$ cat src/rtl/lomo_frame_receiver_if.sv
// Telemetry link bundle: serial lines MK/CLK/DAT in, reassembled word stream out.
// hdr_err is present only when LOMO_HDR_CHECK_EN is defined.
`timescale 1ns/1ps
interface lomo_frame_receiver_if;
  logic        MK;
  logic        CLK;
  logic        DAT;
  logic [15:0] word_data;
  logic        word_valid;
  logic [3:0]  word_idx;
  logic [5:0]  grp_num;
  logic        frame_start;
  logic        locked;
  logic        sync_err;
  logic [7:0]  err_cnt;
`ifdef LOMO_HDR_CHECK_EN
  logic        hdr_err;

  // master drives the serial link and consumes words; slave is the receiver
  modport master (
    output MK, CLK, DAT,
    input  word_data, word_valid, word_idx, grp_num, frame_start,
    input  locked, sync_err, err_cnt, hdr_err
  );
  modport slave (
    input  MK, CLK, DAT,
    output word_data, word_valid, word_idx, grp_num, frame_start,
    output locked, sync_err, err_cnt, hdr_err
  );
`else
  modport master (
    output MK, CLK, DAT,
    input  word_data, word_valid, word_idx, grp_num, frame_start,
    input  locked, sync_err, err_cnt
  );
  modport slave (
    input  MK, CLK, DAT,
    output word_data, word_valid, word_idx, grp_num, frame_start,
    output locked, sync_err, err_cnt
  );
`endif
endinterface

$ cat src/rtl/lomo_frame_receiver.sv
// Oversampling deserializer for the MK/CLK/DAT telemetry link with group/frame tracking.
// Optional header checking is built only when LOMO_HDR_CHECK_EN is defined.
`timescale 1ns/1ps
module lomo_frame_receiver #(
  parameter int SYNC_STAGES  = 3,
  parameter int GROUP_WORDS  = 10,
  parameter int FRAME_GROUPS = 64,
  parameter int TIMEOUT      = 4096
) (
  input  logic                  clk,
  input  logic                  reset,
  lomo_frame_receiver_if.slave  io_bus
);

  localparam int              TO_W      = $clog2(TIMEOUT + 1);
  localparam logic [3:0]      LAST_WORD = 4'(GROUP_WORDS - 1);
  localparam logic [5:0]      LAST_GRP  = 6'(FRAME_GROUPS - 1);
  localparam logic [TO_W-1:0] TO_LAST   = TO_W'(TIMEOUT - 1);

  typedef enum logic {HUNT = 1'b0, LOCK = 1'b1} state_t;

  state_t            r_state;
  state_t            w_state_next;
  logic              w_locked;

  logic [2:0]        w_line_raw;
  logic [2:0]        w_line_sync;
  logic              w_mk;
  logic              w_clk;
  logic              w_dat;
  logic              r_clk_prev;
  logic              w_fall;
  logic              w_edge;

  logic [TO_W-1:0]   r_to_cnt;
  logic              w_timeout;

  logic [15:0]       r_shift;
  logic [15:0]       w_shift_next;
  logic [3:0]        r_bit_cnt;
  logic [3:0]        r_pos_word;
  logic [5:0]        r_pos_grp;
  logic              w_at_start;
  logic              w_acquire;
  logic              w_resync;
  logic              w_word_done;
  logic              w_err_inc;

  logic [15:0]       r_word_data;
  logic              r_word_valid;
  logic [3:0]        r_word_idx;
  logic [5:0]        r_grp_num;
  logic              r_frame_start;
  logic              r_sync_err;
  logic [7:0]        r_err_cnt;

  // Line order inside the synchronizer bank: [2]=MK, [1]=CLK, [0]=DAT
  assign w_line_raw = {io_bus.MK, io_bus.CLK, io_bus.DAT};

  genvar gi;
  generate
    for (gi = 0; gi < 3; gi++) begin : g_sync
      logic [SYNC_STAGES-1:0] r_sync;
      always_ff @(posedge clk or posedge reset) begin
        if (reset) begin
          r_sync <= '0;
        end else begin
          r_sync <= {r_sync[SYNC_STAGES-2:0], w_line_raw[gi]};
        end
      end
      assign w_line_sync[gi] = r_sync[SYNC_STAGES-1];
    end
  endgenerate

  assign w_dat = w_line_sync[0];
  assign w_clk = w_line_sync[1];
  assign w_mk  = w_line_sync[2];

  always_ff @(posedge clk or posedge reset) begin
    if (reset) begin
      r_clk_prev <= 1'b0;
    end else begin
      r_clk_prev <= w_clk;
    end
  end

  assign w_fall = r_clk_prev & ~w_clk;
  assign w_edge = r_clk_prev ^ w_clk;

  // Inactivity counter; only meaningful while locked, saturates at its terminal value
  always_ff @(posedge clk or posedge reset) begin
    if (reset) begin
      r_to_cnt <= '0;
    end else if ((r_state == HUNT) || w_edge) begin
      r_to_cnt <= '0;
    end else if (r_to_cnt != TO_LAST) begin
      r_to_cnt <= r_to_cnt + 1'b1;
    end
  end

  assign w_timeout    = (r_state == LOCK) && !w_edge && (r_to_cnt == TO_LAST);
  assign w_shift_next = {r_shift[14:0], w_dat};
  assign w_at_start   = (r_bit_cnt == 4'd15) && (r_pos_word == 4'd0) && (r_pos_grp == 6'd0);
  assign w_acquire    = (r_state == HUNT) && w_fall && w_mk;
  assign w_resync     = (r_state == LOCK) && w_fall && w_mk && !w_at_start;
  assign w_word_done  = (r_state == LOCK) && w_fall && !w_resync && (r_bit_cnt == 4'd0);

  always_ff @(posedge clk or posedge reset) begin
    if (reset) begin
      r_state <= HUNT;
    end else begin
      r_state <= w_state_next;
    end
  end

  always_comb begin
    w_state_next = r_state;
    case (r_state)
      HUNT:    if (w_acquire) w_state_next = LOCK;
      LOCK:    if (w_timeout) w_state_next = HUNT;
      default: w_state_next = HUNT;
    endcase
  end

  always_comb begin
    w_locked = 1'b0;
    case (r_state)
      LOCK:    w_locked = 1'b1;
      default: w_locked = 1'b0;
    endcase
  end

  // Bit assembly and position tracking; a marker bit always becomes bit 15 of word 0 / group 0
  always_ff @(posedge clk or posedge reset) begin
    if (reset) begin
      r_shift    <= '0;
      r_bit_cnt  <= 4'd15;
      r_pos_word <= '0;
      r_pos_grp  <= '0;
    end else if (r_state == HUNT) begin
      r_pos_word <= '0;
      r_pos_grp  <= '0;
      if (w_acquire) begin
        r_shift   <= w_shift_next;
        r_bit_cnt <= 4'd14;
      end else begin
        r_bit_cnt <= 4'd15;
      end
    end else if (w_timeout) begin
      r_bit_cnt  <= 4'd15;
      r_pos_word <= '0;
      r_pos_grp  <= '0;
    end else if (w_fall) begin
      r_shift <= w_shift_next;
      if (w_resync) begin
        r_bit_cnt  <= 4'd14;
        r_pos_word <= '0;
        r_pos_grp  <= '0;
      end else if (r_bit_cnt == 4'd0) begin
        r_bit_cnt <= 4'd15;
        if (r_pos_word == LAST_WORD) begin
          r_pos_word <= '0;
          r_pos_grp  <= (r_pos_grp == LAST_GRP) ? 6'd0 : r_pos_grp + 6'd1;
        end else begin
          r_pos_word <= r_pos_word + 4'd1;
        end
      end else begin
        r_bit_cnt <= r_bit_cnt - 4'd1;
      end
    end
  end

`ifdef LOMO_HDR_CHECK_EN
  logic [8:0] r_exp_frm;
  logic       r_frm_loaded;
  logic       r_hdr_err;
  logic       w_hdr_word;
  logic       w_hdr_mismatch;
  logic       w_grp_wrap;

  assign w_hdr_word     = w_word_done && (r_pos_word == 4'd0);
  assign w_grp_wrap     = w_word_done && (r_pos_word == LAST_WORD) && (r_pos_grp == LAST_GRP);
  // Header layout {frm[8:0], grp[5:0], half}; the first header after lock only seeds r_exp_frm
  assign w_hdr_mismatch = w_hdr_word && r_frm_loaded &&
                          ((w_shift_next[6:1]  != r_pos_grp)    ||
                           (w_shift_next[0]    != r_pos_grp[0]) ||
                           (w_shift_next[15:7] != r_exp_frm));

  always_ff @(posedge clk or posedge reset) begin
    if (reset) begin
      r_exp_frm    <= '0;
      r_frm_loaded <= 1'b0;
      r_hdr_err    <= 1'b0;
    end else begin
      r_hdr_err <= w_hdr_mismatch;
      if (r_state == HUNT) begin
        r_frm_loaded <= 1'b0;
      end else if (w_hdr_word && (!r_frm_loaded || w_hdr_mismatch)) begin
        r_exp_frm    <= w_shift_next[15:7];
        r_frm_loaded <= 1'b1;
      end else if (w_grp_wrap) begin
        r_exp_frm <= r_exp_frm + 9'd1;
      end
    end
  end

  assign w_err_inc      = w_resync | w_hdr_mismatch;
  assign io_bus.hdr_err = r_hdr_err;
`else
  assign w_err_inc = w_resync;
`endif

  always_ff @(posedge clk or posedge reset) begin
    if (reset) begin
      r_word_data   <= '0;
      r_word_valid  <= 1'b0;
      r_word_idx    <= '0;
      r_grp_num     <= '0;
      r_frame_start <= 1'b0;
      r_sync_err    <= 1'b0;
      r_err_cnt     <= '0;
    end else begin
      r_word_valid  <= w_word_done;
      r_frame_start <= w_word_done && (r_pos_word == 4'd0) && (r_pos_grp == 6'd0);
      r_sync_err    <= w_resync;
      if (w_word_done) begin
        r_word_data <= w_shift_next;
        r_word_idx  <= r_pos_word;
        r_grp_num   <= r_pos_grp;
      end
      // Simultaneous error sources still count once
      if (w_err_inc && (r_err_cnt != 8'hFF)) begin
        r_err_cnt <= r_err_cnt + 8'd1;
      end
    end
  end

  assign io_bus.word_data   = r_word_data;
  assign io_bus.word_valid  = r_word_valid;
  assign io_bus.word_idx    = r_word_idx;
  assign io_bus.grp_num     = r_grp_num;
  assign io_bus.frame_start = r_frame_start;
  assign io_bus.locked      = w_locked;
  assign io_bus.sync_err    = r_sync_err;
  assign io_bus.err_cnt     = r_err_cnt;

endmodule
$ cat src/flat_wrapper.sv
// flat-port wrapper written by rule: the top's interface ports become plain ports
module lomo_frame_receiver_flat 
#(
  parameter int SYNC_STAGES  = 3,
  parameter int GROUP_WORDS  = 10,
  parameter int FRAME_GROUPS = 64,
  parameter int TIMEOUT      = 4096
)
  (clk, reset, io_bus_MK, io_bus_CLK, io_bus_DAT, io_bus_word_data, io_bus_word_valid, io_bus_word_idx, io_bus_grp_num, io_bus_frame_start, io_bus_locked, io_bus_sync_err, io_bus_err_cnt);
  lomo_frame_receiver_if io_bus_i ();
  input  logic clk;
  input  logic reset;
  input wire logic [$bits(io_bus_i.MK)-1:0] io_bus_MK;
  input wire logic [$bits(io_bus_i.CLK)-1:0] io_bus_CLK;
  input wire logic [$bits(io_bus_i.DAT)-1:0] io_bus_DAT;
  output wire logic [$bits(io_bus_i.word_data)-1:0] io_bus_word_data;
  output wire logic [$bits(io_bus_i.word_valid)-1:0] io_bus_word_valid;
  output wire logic [$bits(io_bus_i.word_idx)-1:0] io_bus_word_idx;
  output wire logic [$bits(io_bus_i.grp_num)-1:0] io_bus_grp_num;
  output wire logic [$bits(io_bus_i.frame_start)-1:0] io_bus_frame_start;
  output wire logic [$bits(io_bus_i.locked)-1:0] io_bus_locked;
  output wire logic [$bits(io_bus_i.sync_err)-1:0] io_bus_sync_err;
  output wire logic [$bits(io_bus_i.err_cnt)-1:0] io_bus_err_cnt;
  assign io_bus_i.MK = io_bus_MK;
  assign io_bus_i.CLK = io_bus_CLK;
  assign io_bus_i.DAT = io_bus_DAT;
  assign io_bus_word_data = io_bus_i.word_data;
  assign io_bus_word_valid = io_bus_i.word_valid;
  assign io_bus_word_idx = io_bus_i.word_idx;
  assign io_bus_grp_num = io_bus_i.grp_num;
  assign io_bus_frame_start = io_bus_i.frame_start;
  assign io_bus_locked = io_bus_i.locked;
  assign io_bus_sync_err = io_bus_i.sync_err;
  assign io_bus_err_cnt = io_bus_i.err_cnt;
  lomo_frame_receiver #(.SYNC_STAGES(SYNC_STAGES), .GROUP_WORDS(GROUP_WORDS), .FRAME_GROUPS(FRAME_GROUPS), .TIMEOUT(TIMEOUT)) u_core (.clk(clk), .reset(reset), .io_bus(io_bus_i));
endmodule
$ cat config.mk
export PLATFORM = sky130hd
export DESIGN_NAME = lomo_frame_receiver_flat
export DESIGN_NICKNAME = d
export VERILOG_FILES = /design/src/rtl/lomo_frame_receiver_if.sv /design/src/rtl/lomo_frame_receiver.sv /design/src/flat_wrapper.sv
export SDC_FILE = /design/constraint.sdc
export NUM_CORES = 1
export LEC_CHECK = 0
export ABC_CLOCK_PERIOD_IN_PS = 3800
export CORE_ASPECT_RATIO = 1.25
export CORE_MARGIN = 4
export CORE_UTILIZATION = 45
export CTS_CLUSTER_DIAMETER = 80
export DETAILED_ROUTE_END_ITERATION = 12
export PLACE_DENSITY = 0.71
export SYNTH_ARGS = -nofsm -noshare
export SYNTH_HDL_FRONTEND = slang
export SYNTH_SLANG_ARGS = --single-unit
export TNS_END_PERCENT = 30
$ cat constraint.sdc
create_clock -name clk -period 3.8 [get_ports clk]
set_input_delay 0.76 -clock clk [delete_from_list [all_inputs] [get_ports clk]]
set_output_delay 0.76 -clock clk [all_outputs]
set_load 0.05 [all_outputs]
==> parameters.txt, run 1 <==
Parameter                              Value

Power
  Total power per unit cell area    461 nW/um2
  Static power due to leakage    about 0.0021 uW
  Max IR drop VDD    0.286 mV

Status
  Run status    finished, final reports clean

Cells and area
  Layout cells sized above 1    ~17%
  Final standard cell count with taps included and fillers excluded    506
  Number of filler instances in the final layout    around 770
  Final design area excluding fillers    4790 um2
  Core utilization of the finished layout    a little under three fifths
  Post-layout nets    396
  Diode insertion count for antenna repair    0
  Area taken by flip-flops and latches    2260 um2
  Area occupied by multi-input gates    1650 um2
  Area delta synth->final    19.8%

Routing
  First-pass DRT Iterations    4
  DR vias    ~2,800
  Via-per-instance ratio    5.48
  Mean routed wirelength per cell    15.7 um
  Initial detailed-routing violation count    ~110
  DRC violations left    0
  Antenna-violating nets left    0
  DRT Wirelength    between 7 and 8 mm

Timing
  Unrepaired setup endpoints after global routing    false
  Share of the clock period used by the worst path    approximately 70%
  Final Hold Vio Count    0
  Final number of setup-violating endpoints    0
  Worst Hold Slack    roughly 0.35 ns
  Worst clock skew    roughly 0.011 ns
  Slew at the pin closest to its max-slew limit    between 1 and 1.5 ns
  Count of final max-slew check failures    0
  Peak clock frequency supported by timing    ~380 MHz
  Post-route minimum period    2.65 ns
  Total Negative Setup Slacks    0 ns
  Max_slew headroom    slightly below 30%

Placement
  Last weighted congestion value of the routability-driven placer    approximately 0.91
  Total of buffers placed on input and output ports    42
  Placed cell area    roughly 4600 um2
  Inst Count DP    around 500
  HPWL after DPL    around 5.6 mm

Global route
  Total global routing track utilization    16.1%
  Vias in the first global route    about 2,800
  Wire length of the first global-routing pass    about 13 mm
  Pin count of the biggest net entering global routing    48
  Global routing usage on met1    roughly a fifth
  Remaining Overflow, GRT    0
  Initial antenna violation count    0
  Layer with the highest usage    met2
  Fraction of met3 tracks used by global routing    3.72%
  Met2 routing resource usage after global routing    a little over a quarter

Critical path
  Critical register-to-register path startpoint    u_core.r_pos_grp[1]
  Slack of the worst reg-to-reg path    1.44 ns
  Kind of end point of the critical path    output port
  RR Endpoint    u_core.io_bus.err_cnt[6]
  Number of cells on the worst reg-to-reg path    7
  Crit start category    flop
  Slowest Stage Delay on Critical Path    roughly 0.89 ns
  Critical-path top delay cell    sky130_fd_sc_hd__clkdlybuf4s50_1
  Required time reported for the critical path endpoint    3.04 ns
  Cell Chain, Critical Path    clkdlybuf4s50_1
  CP Class    flop to output port
  Highest fanout seen on the critical path    16
  Worst setup path start    u_core.r_state
  Family with the most delay on the worst path    buffers and inverters
  Critical Path AT    about 1.9 ns
  Buffers & Inverters on Critical Path    1

CTS
  Post-CTS setup buffer count    0
  Number of sinks handled by clock tree synthesis    90
  Worst-case clock buffer depth    2
  Cts bufs inserted    9
  Clock-pin transition on the worst setup and hold timing paths    0.08 ns
  Cell at the root of the clock tree    sky130_fd_sc_hd__clkbuf_8
  Number of buffers inserted by hold repair at cts    0
  CTS tree    built
  Max H-tree Level    3
  Insertion delay to the later sink of the worst-skew pair    0.35 ns
  Number of instances resized during post-cts repair    0

Hold path
  Number of stages on the worst hold path    0
  Hold path startpoint    u_core.g_sync[1].r_sync[1]
  End point of the most critical hold path    u_core.g_sync[1].r_sync[2]
  Worst min-delay path category    flop to flop

Synthesis
  Number of synthesized flops with an enable pin    0
  Dominant cells by area after synthesis    sky130_fd_sc_hd__dfrtp_1 (54%), sky130_fd_sc_hd__mux2_2 (10%), sky130_fd_sc_hd__ha_1 (3.1%)
  Syn Nets    about 350
  Warnings from Yosys    0
  Most used DFF post-synth    sky130_fd_sc_hd__dfrtp_1
  Post-synth ARST share    between 90% and 100%
  Number of synthesized register bits    90
  Syn avg cell area    between 10 and 15 um2
  Area of the mapped netlist    roughly 4000 um2
  Area share of the largest cell type after synthesis    53.9%
  Gate Count Post-Synth    about 330
  Dominant cell type by area after synthesis    sky130_fd_sc_hd__dfrtp_1
  Share of the yosys chip area belonging to registers    approximately 56%
  Netlist cell types    57

Flow run
  # Max-Cap Violations    0

Floorplanning
  I/O Pins    43
  Vertical die dimension    about 110 um
  Core box area    about 8700 um2
  Initial core utilization    between 40 and 50%
  Placement Rows    38
  Overall die area    between 10,000 and 15,000 um2
  Overall die width    just over 90 um
cell families after synthesis:
| kind of cell | after synthesis | share of synthesized area (%) |
|---|---|---|
| AOI/OAI and AO/OA | 71 | 11.9 |
| xor gates and xnor gates | 7 | 1.53 |
| adders and majority gates | 10 | 3.13 |
| buffers and inverters | 24 | 2.29 |
| DFF | 90 | 56.5 |
| muxes | 36 | 10.1 |
| and+or+nand+nor | 96 | 14.6 |
placed cells by master, fill, tap and decap left out, types with 3 or more instances in the layout:
master | synthesis | final
sky130_fd_sc_hd__o31ai_1 | 7 | 7
sky130_fd_sc_hd__xor2_1 | 4 | 4
sky130_fd_sc_hd__clkbuf_8 | 0 | 10
sky130_fd_sc_hd__a31oi_1 | 5 | 5
sky130_fd_sc_hd__or4_1 | 7 | 7
sky130_fd_sc_hd__nor2_1 | 5 | 5
sky130_fd_sc_hd__nor4_1 | 3 | 3
sky130_fd_sc_hd__nor2b_1 | 3 | 3
sky130_fd_sc_hd__or3_1 | 5 | 5
sky130_fd_sc_hd__and2_1 | 4 | 4
sky130_fd_sc_hd__dfstp_2 | 4 | 4
sky130_fd_sc_hd__xnor2_1 | 3 | 3
sky130_fd_sc_hd__o21ai_0 | 18 | 18
sky130_fd_sc_hd__nand2b_1 | 3 | 3
sky130_fd_sc_hd__mux2_2 | 36 | 36
sky130_fd_sc_hd__dfrtp_1 | 86 | 86
sky130_fd_sc_hd__ha_1 | 10 | 10
sky130_fd_sc_hd__nand2_1 | 23 | 23
sky130_fd_sc_hd__and4_1 | 5 | 5
sky130_fd_sc_hd__clkdlybuf4s50_1 | 0 | 42
sky130_fd_sc_hd__nor3_1 | 4 | 4
sky130_fd_sc_hd__nand3_1 | 12 | 12
sky130_fd_sc_hd__inv_1 | 14 | 13
sky130_fd_sc_hd__and3_1 | 3 | 3
sky130_fd_sc_hd__a21oi_1 | 16 | 16
sky130_fd_sc_hd__nand4_1 | 6 | 6
synth_stat cells, types with 6 or more instances:
cell and count:
sky130_fd_sc_hd__dfrtp_1 86, sky130_fd_sc_hd__mux2_2 36, sky130_fd_sc_hd__nand2_1 23, sky130_fd_sc_hd__o21ai_0 18, sky130_fd_sc_hd__a21oi_1 16, sky130_fd_sc_hd__inv_1 14, sky130_fd_sc_hd__nand3_1 12, sky130_fd_sc_hd__ha_1 10
sky130_fd_sc_hd__clkbuf_1 8, sky130_fd_sc_hd__o31ai_1 7, sky130_fd_sc_hd__or4_1 7, sky130_fd_sc_hd__nand4_1 6
flip-flops by register name, indices dropped and copies added, names as in the netlist, 4 cells and up:
signal	flops
u_core.io_bus.word_data	16
u_core.r_shift	15
u_core.r_to_cnt	13
u_core.g_sync.r_sync	9
u_core.io_bus.err_cnt	8
u_core.io_bus.grp_num	6
u_core.r_pos_grp	6
u_core.io_bus.word_idx	4
u_core.r_bit_cnt	4
u_core.r_pos_word	4
area by class of cell:
class / count / share of cell area (%)
multi-input combinational: 220 / 34.4
clock buffer: 12 / 3.03
timing repair buffer: 45 / 9.51
clock inverter: 4 / 1.59
inverter: 15 / 1.20
tap: 120 / 3.13
sequential: 90 / 47.1
how the worst max path moves through the flow:
stage / slack, ns / end / depth (start not counted)
floorplan: 0.71 / u_core.g_sync[0].r_sync[0] / 1
global placement: 1.51 / u_core.io_bus.err_cnt[6] / 7
detailed placement: 1.46 / u_core.io_bus.err_cnt[6] / 7
CTS: 1.14 / io_bus_locked / 1
global route: 1.08 / io_bus_locked / 1
finish: 1.15 / io_bus_locked / 1
where the power goes:
group	total, uW	internal [uW]	switching, uW
logic	335	139	196
registers	1160	1060	97.5
clock network	712	390	321
total	2210	1590	614
per-layer routing:
metal  up-vias  part of all wire (%)
li1       1327                     -
met1      1380                    44
met2        53                    50
met3        15                   3.4
met4         0                   2.0
met5         -                     0
stage by stage:
| step | setup WS (ns) | total power (uW) |
|---|---|---|
| after floorplan | 0.711 | 1400 |
| after global placement | 1.51 | 1510 |
| after detailed placement | 1.46 | 1520 |
| after CTS | 1.14 | 2240 |
| after global routing | 1.08 | 2330 |
| final | 1.15 | 2210 |
(Power assumes the default switching activity.)
==> inputs of run 2 (changes only) <==
--- a/config.mk
+++ b/config.mk
@@ -5,13 +5,13 @@
 export SDC_FILE = /design/constraint.sdc
 export NUM_CORES = 1
 export LEC_CHECK = 0
-export ABC_CLOCK_PERIOD_IN_PS = 3800
+export ABC_CLOCK_PERIOD_IN_PS = 2300
 export CORE_ASPECT_RATIO = 1.25
 export CORE_MARGIN = 4
 export CORE_UTILIZATION = 45
 export CTS_CLUSTER_DIAMETER = 80
 export DETAILED_ROUTE_END_ITERATION = 12
-export PLACE_DENSITY = 0.71
+export PLACE_DENSITY = 0.73
 export SYNTH_ARGS = -nofsm -noshare
 export SYNTH_HDL_FRONTEND = slang
 export SYNTH_SLANG_ARGS = --single-unit
==> constraint.sdc (replaced) <==
create_clock -name clk -period 2.3 [get_ports clk]
set_input_delay 0.46 -clock clk [delete_from_list [all_inputs] [get_ports clk]]
set_output_delay 0.46 -clock clk [all_outputs]
set_load 0.05 [all_outputs]
==> run 2 against run 1 <==
Clock power rose by 85%. Count of clock-buffer cells in the layout decreased by 1. Die area did not move. Sequential power is 65% higher. Design area is 3.0% higher. Final cell count rose by 3.0%. Register-to-register slack lost 1.3 ns. Via count rose by 3.5%. Sequential share of layout area fell by 1.4 points.
==> parameters.txt, run 2 (synthesized netlist as in run 1, its figures left out) <==
Parameter                              Value

Timing
  Peak clock frequency supported by timing    roughly 460 MHz
  Post-route minimum period    2.19 ns
  Final number of setup-violating endpoints    0
  Max_slew headroom    between 50% and 60%
  Share of the clock period used by the worst path    approximately 95%
  Final Hold Vio Count    0
  Total Negative Setup Slacks    0 ns
  Worst Hold Slack    0.354 ns
  Slew at the pin closest to its max-slew limit    ~0.60 ns
  Unrepaired setup endpoints after global routing    false
  Count of final max-slew check failures    0
  Worst clock skew    0.00979 ns

Global route
  Pin count of the biggest net entering global routing    91
  Remaining Overflow, GRT    0
  Vias in the first global route    about 3,000
  Initial antenna violation count    0
  Layer with the highest usage    met2
  Wire length of the first global-routing pass    ~14 mm
  Global routing usage on met1    20.3%
  Met2 routing resource usage after global routing    28.2%
  Fraction of met3 tracks used by global routing    approximately 4.9%
  Total global routing track utilization    between 10% and 20%

CTS
  Number of buffers inserted by hold repair at cts    0
  Number of sinks handled by clock tree synthesis    90
  Max H-tree Level    3
  CTS tree    built
  Cts bufs inserted    9
  Clock-pin transition on the worst setup and hold timing paths    around 0.08 ns
  Worst-case clock buffer depth    2
  Cell at the root of the clock tree    sky130_fd_sc_hd__clkbuf_8
  Insertion delay to the later sink of the worst-skew pair    0.37 ns

Floorplanning
  Core box area    between 8000 and 9000 um2
  Initial core utilization    between 40% and 50%
  Placement Rows    38
  I/O Pins    43
  Overall die area    10,500 um2
  Vertical die dimension    about 110 um
  Overall die width    between 90 and 100 um

Routing
  First-pass DRT Iterations    4
  Mean routed wirelength per cell    15.7 um
  Antenna-violating nets left    0
  Via-per-instance ratio    around 5.5
  DRT Wirelength    slightly above 8 mm
  Initial detailed-routing violation count    about 180
  DR vias    approximately 2,900
  DRC violations left    0

Power
  Proportion of power drawn by the clock network    about a third
  Relative contribution of sequential cells to total power    about 50%
  Internal power    2790 uW
  Static power due to leakage    0.00220 uW
  Fraction of power spent switching nets    a little over a quarter
  Max IR drop VDD    0.466 mV
  Share of power burned in combinational logic    about 16%
  Total power per unit cell area    between 700 and 800 nW/um2
  Switching power    between 1000 and 1500 uW

Cells and area
  Diode insertion count for antenna repair    0
  Most common library cell in the layout ignoring fill and taps    sky130_fd_sc_hd__dfrtp_1
  Max reg flops    16
  Area delta synth->final    23.4%
  Layout cells sized above 1    between 20% and 30%
  Post-layout nets    roughly 410
  Commonest cells after routing, fill and taps aside    sky130_fd_sc_hd__dfrtp_1 (86), sky130_fd_sc_hd__clkdlybuf4s50_1 (41), sky130_fd_sc_hd__mux2_2 (36)

Placement
  Last weighted congestion value of the routability-driven placer    roughly 0.87
  HPWL after DPL    between 5 and 6 mm
  Total of buffers placed on input and output ports    42

Critical path
  Required time reported for the critical path endpoint    about 2.6 ns
  Crit start category    flop
  Kind of end point of the critical path    flop
  Highest fanout seen on the critical path    5
  Critical Path AT    between 2 and 2.5 ns
  CP Class    flop to flop

Hold path
  Worst min-delay path category    flop to flop

Flow run
  # Max-Cap Violations    0

Status
  Run status    finished, final reports clean
==> run 2: cell types whose count changed in the layout (fill, tap and decap cells not counted), sizes merged <==
cell,before,now
buf,3,19
clkdlybuf4s50,42,41
clkbuf,12,11
bufinv,2,3
==> run 2: timing repair <==
item / CTS / global route
setup endpoints to repair: 0 / 7
gates resized for setup: 0 / 0
buffers inserted: 0 / 1
==> run 2: cell type report <==
| class | count | area [um2] |
|---|---|---|
| repair buffers | 60 | 566 |
| flip-flops and latches | 90 | 2260 |
| clock inverters | 5 | 100 |
| multi-input cells | 220 | 1650 |
| inverters | 15 | 60.1 |
| clock buffers | 11 | 151 |
| well taps | 120 | 150 |
| fillers | 741 | 3720 |
==> run 2: path summary, 6_finish.rpt <==
path                                             from                          to  slack, ns  cells after the start
setup / recovery                  u_core.r_pos_grp[1]    u_core.io_bus.err_cnt[1]       0.11                      7
hold / removal             u_core.g_sync[0].r_sync[0]  u_core.g_sync[0].r_sync[1]       0.35                      0
setup reg to reg                  u_core.r_pos_grp[1]    u_core.io_bus.err_cnt[1]       0.11                      7
hold reg to reg            u_core.g_sync[0].r_sync[0]  u_core.g_sync[0].r_sync[1]       0.35                      0
max in group asynchronous                       reset         u_core.r_bit_cnt[1]       1.33                      3
min in group asynchronous                       reset          u_core.r_to_cnt[9]       0.55                      3
==> run 2: per-layer routing <==
layer	wire, um	part of all wire [%]
met5	0	0
met2	4190	51
met4	169	2.1
met1	3490	43
met3	345	4.2
==> run 2: worst max-delay path, stage by stage (launching register included) <==
cell and delay, ns:
sky130_fd_sc_hd__dfrtp_1 0.43, sky130_fd_sc_hd__inv_1 0.11, sky130_fd_sc_hd__ha_1 0.15, sky130_fd_sc_hd__or4bb_1 0.57
sky130_fd_sc_hd__o31ai_4 0.35, sky130_fd_sc_hd__buf_4 0.18, sky130_fd_sc_hd__nor2_2 0.04, sky130_fd_sc_hd__mux2_2 0.26
==> run 2: per-stage QoR <==
| stage | std cells | instance area, um2 | setup WS [ns] | utilization, % | power (uW) |
|---|---|---|---|---|---|
| after CTS | 520 | 4920 | 0.0568 | 56.9 | 3860 |
| after global routing | 521 | 4930 | 0.00954 | 57.0 | 4010 |
| after detailed placement | 504 | 4670 | 0.0907 | 54.0 | 2540 |
| after global placement | 504 | 4670 | 0.140 | 54.0 | 2520 |
| final | 521 | 4930 | 0.110 | 57.0 | 3830 |
| after floorplan | 334 | 4000 | 0.218 | - | 2320 |
==> run 2: power by group through the flow <==
stage / Clock (uW) / Combinational [uW] / Sequential, uW
floorplan: 0 / 315 / 2000
global placement: 0 / 580 / 1940
detailed placement: 0 / 600 / 1940
CTS: 1350 / 601 / 1910
global route: 1420 / 650 / 1940
finish: 1320 / 596 / 1910
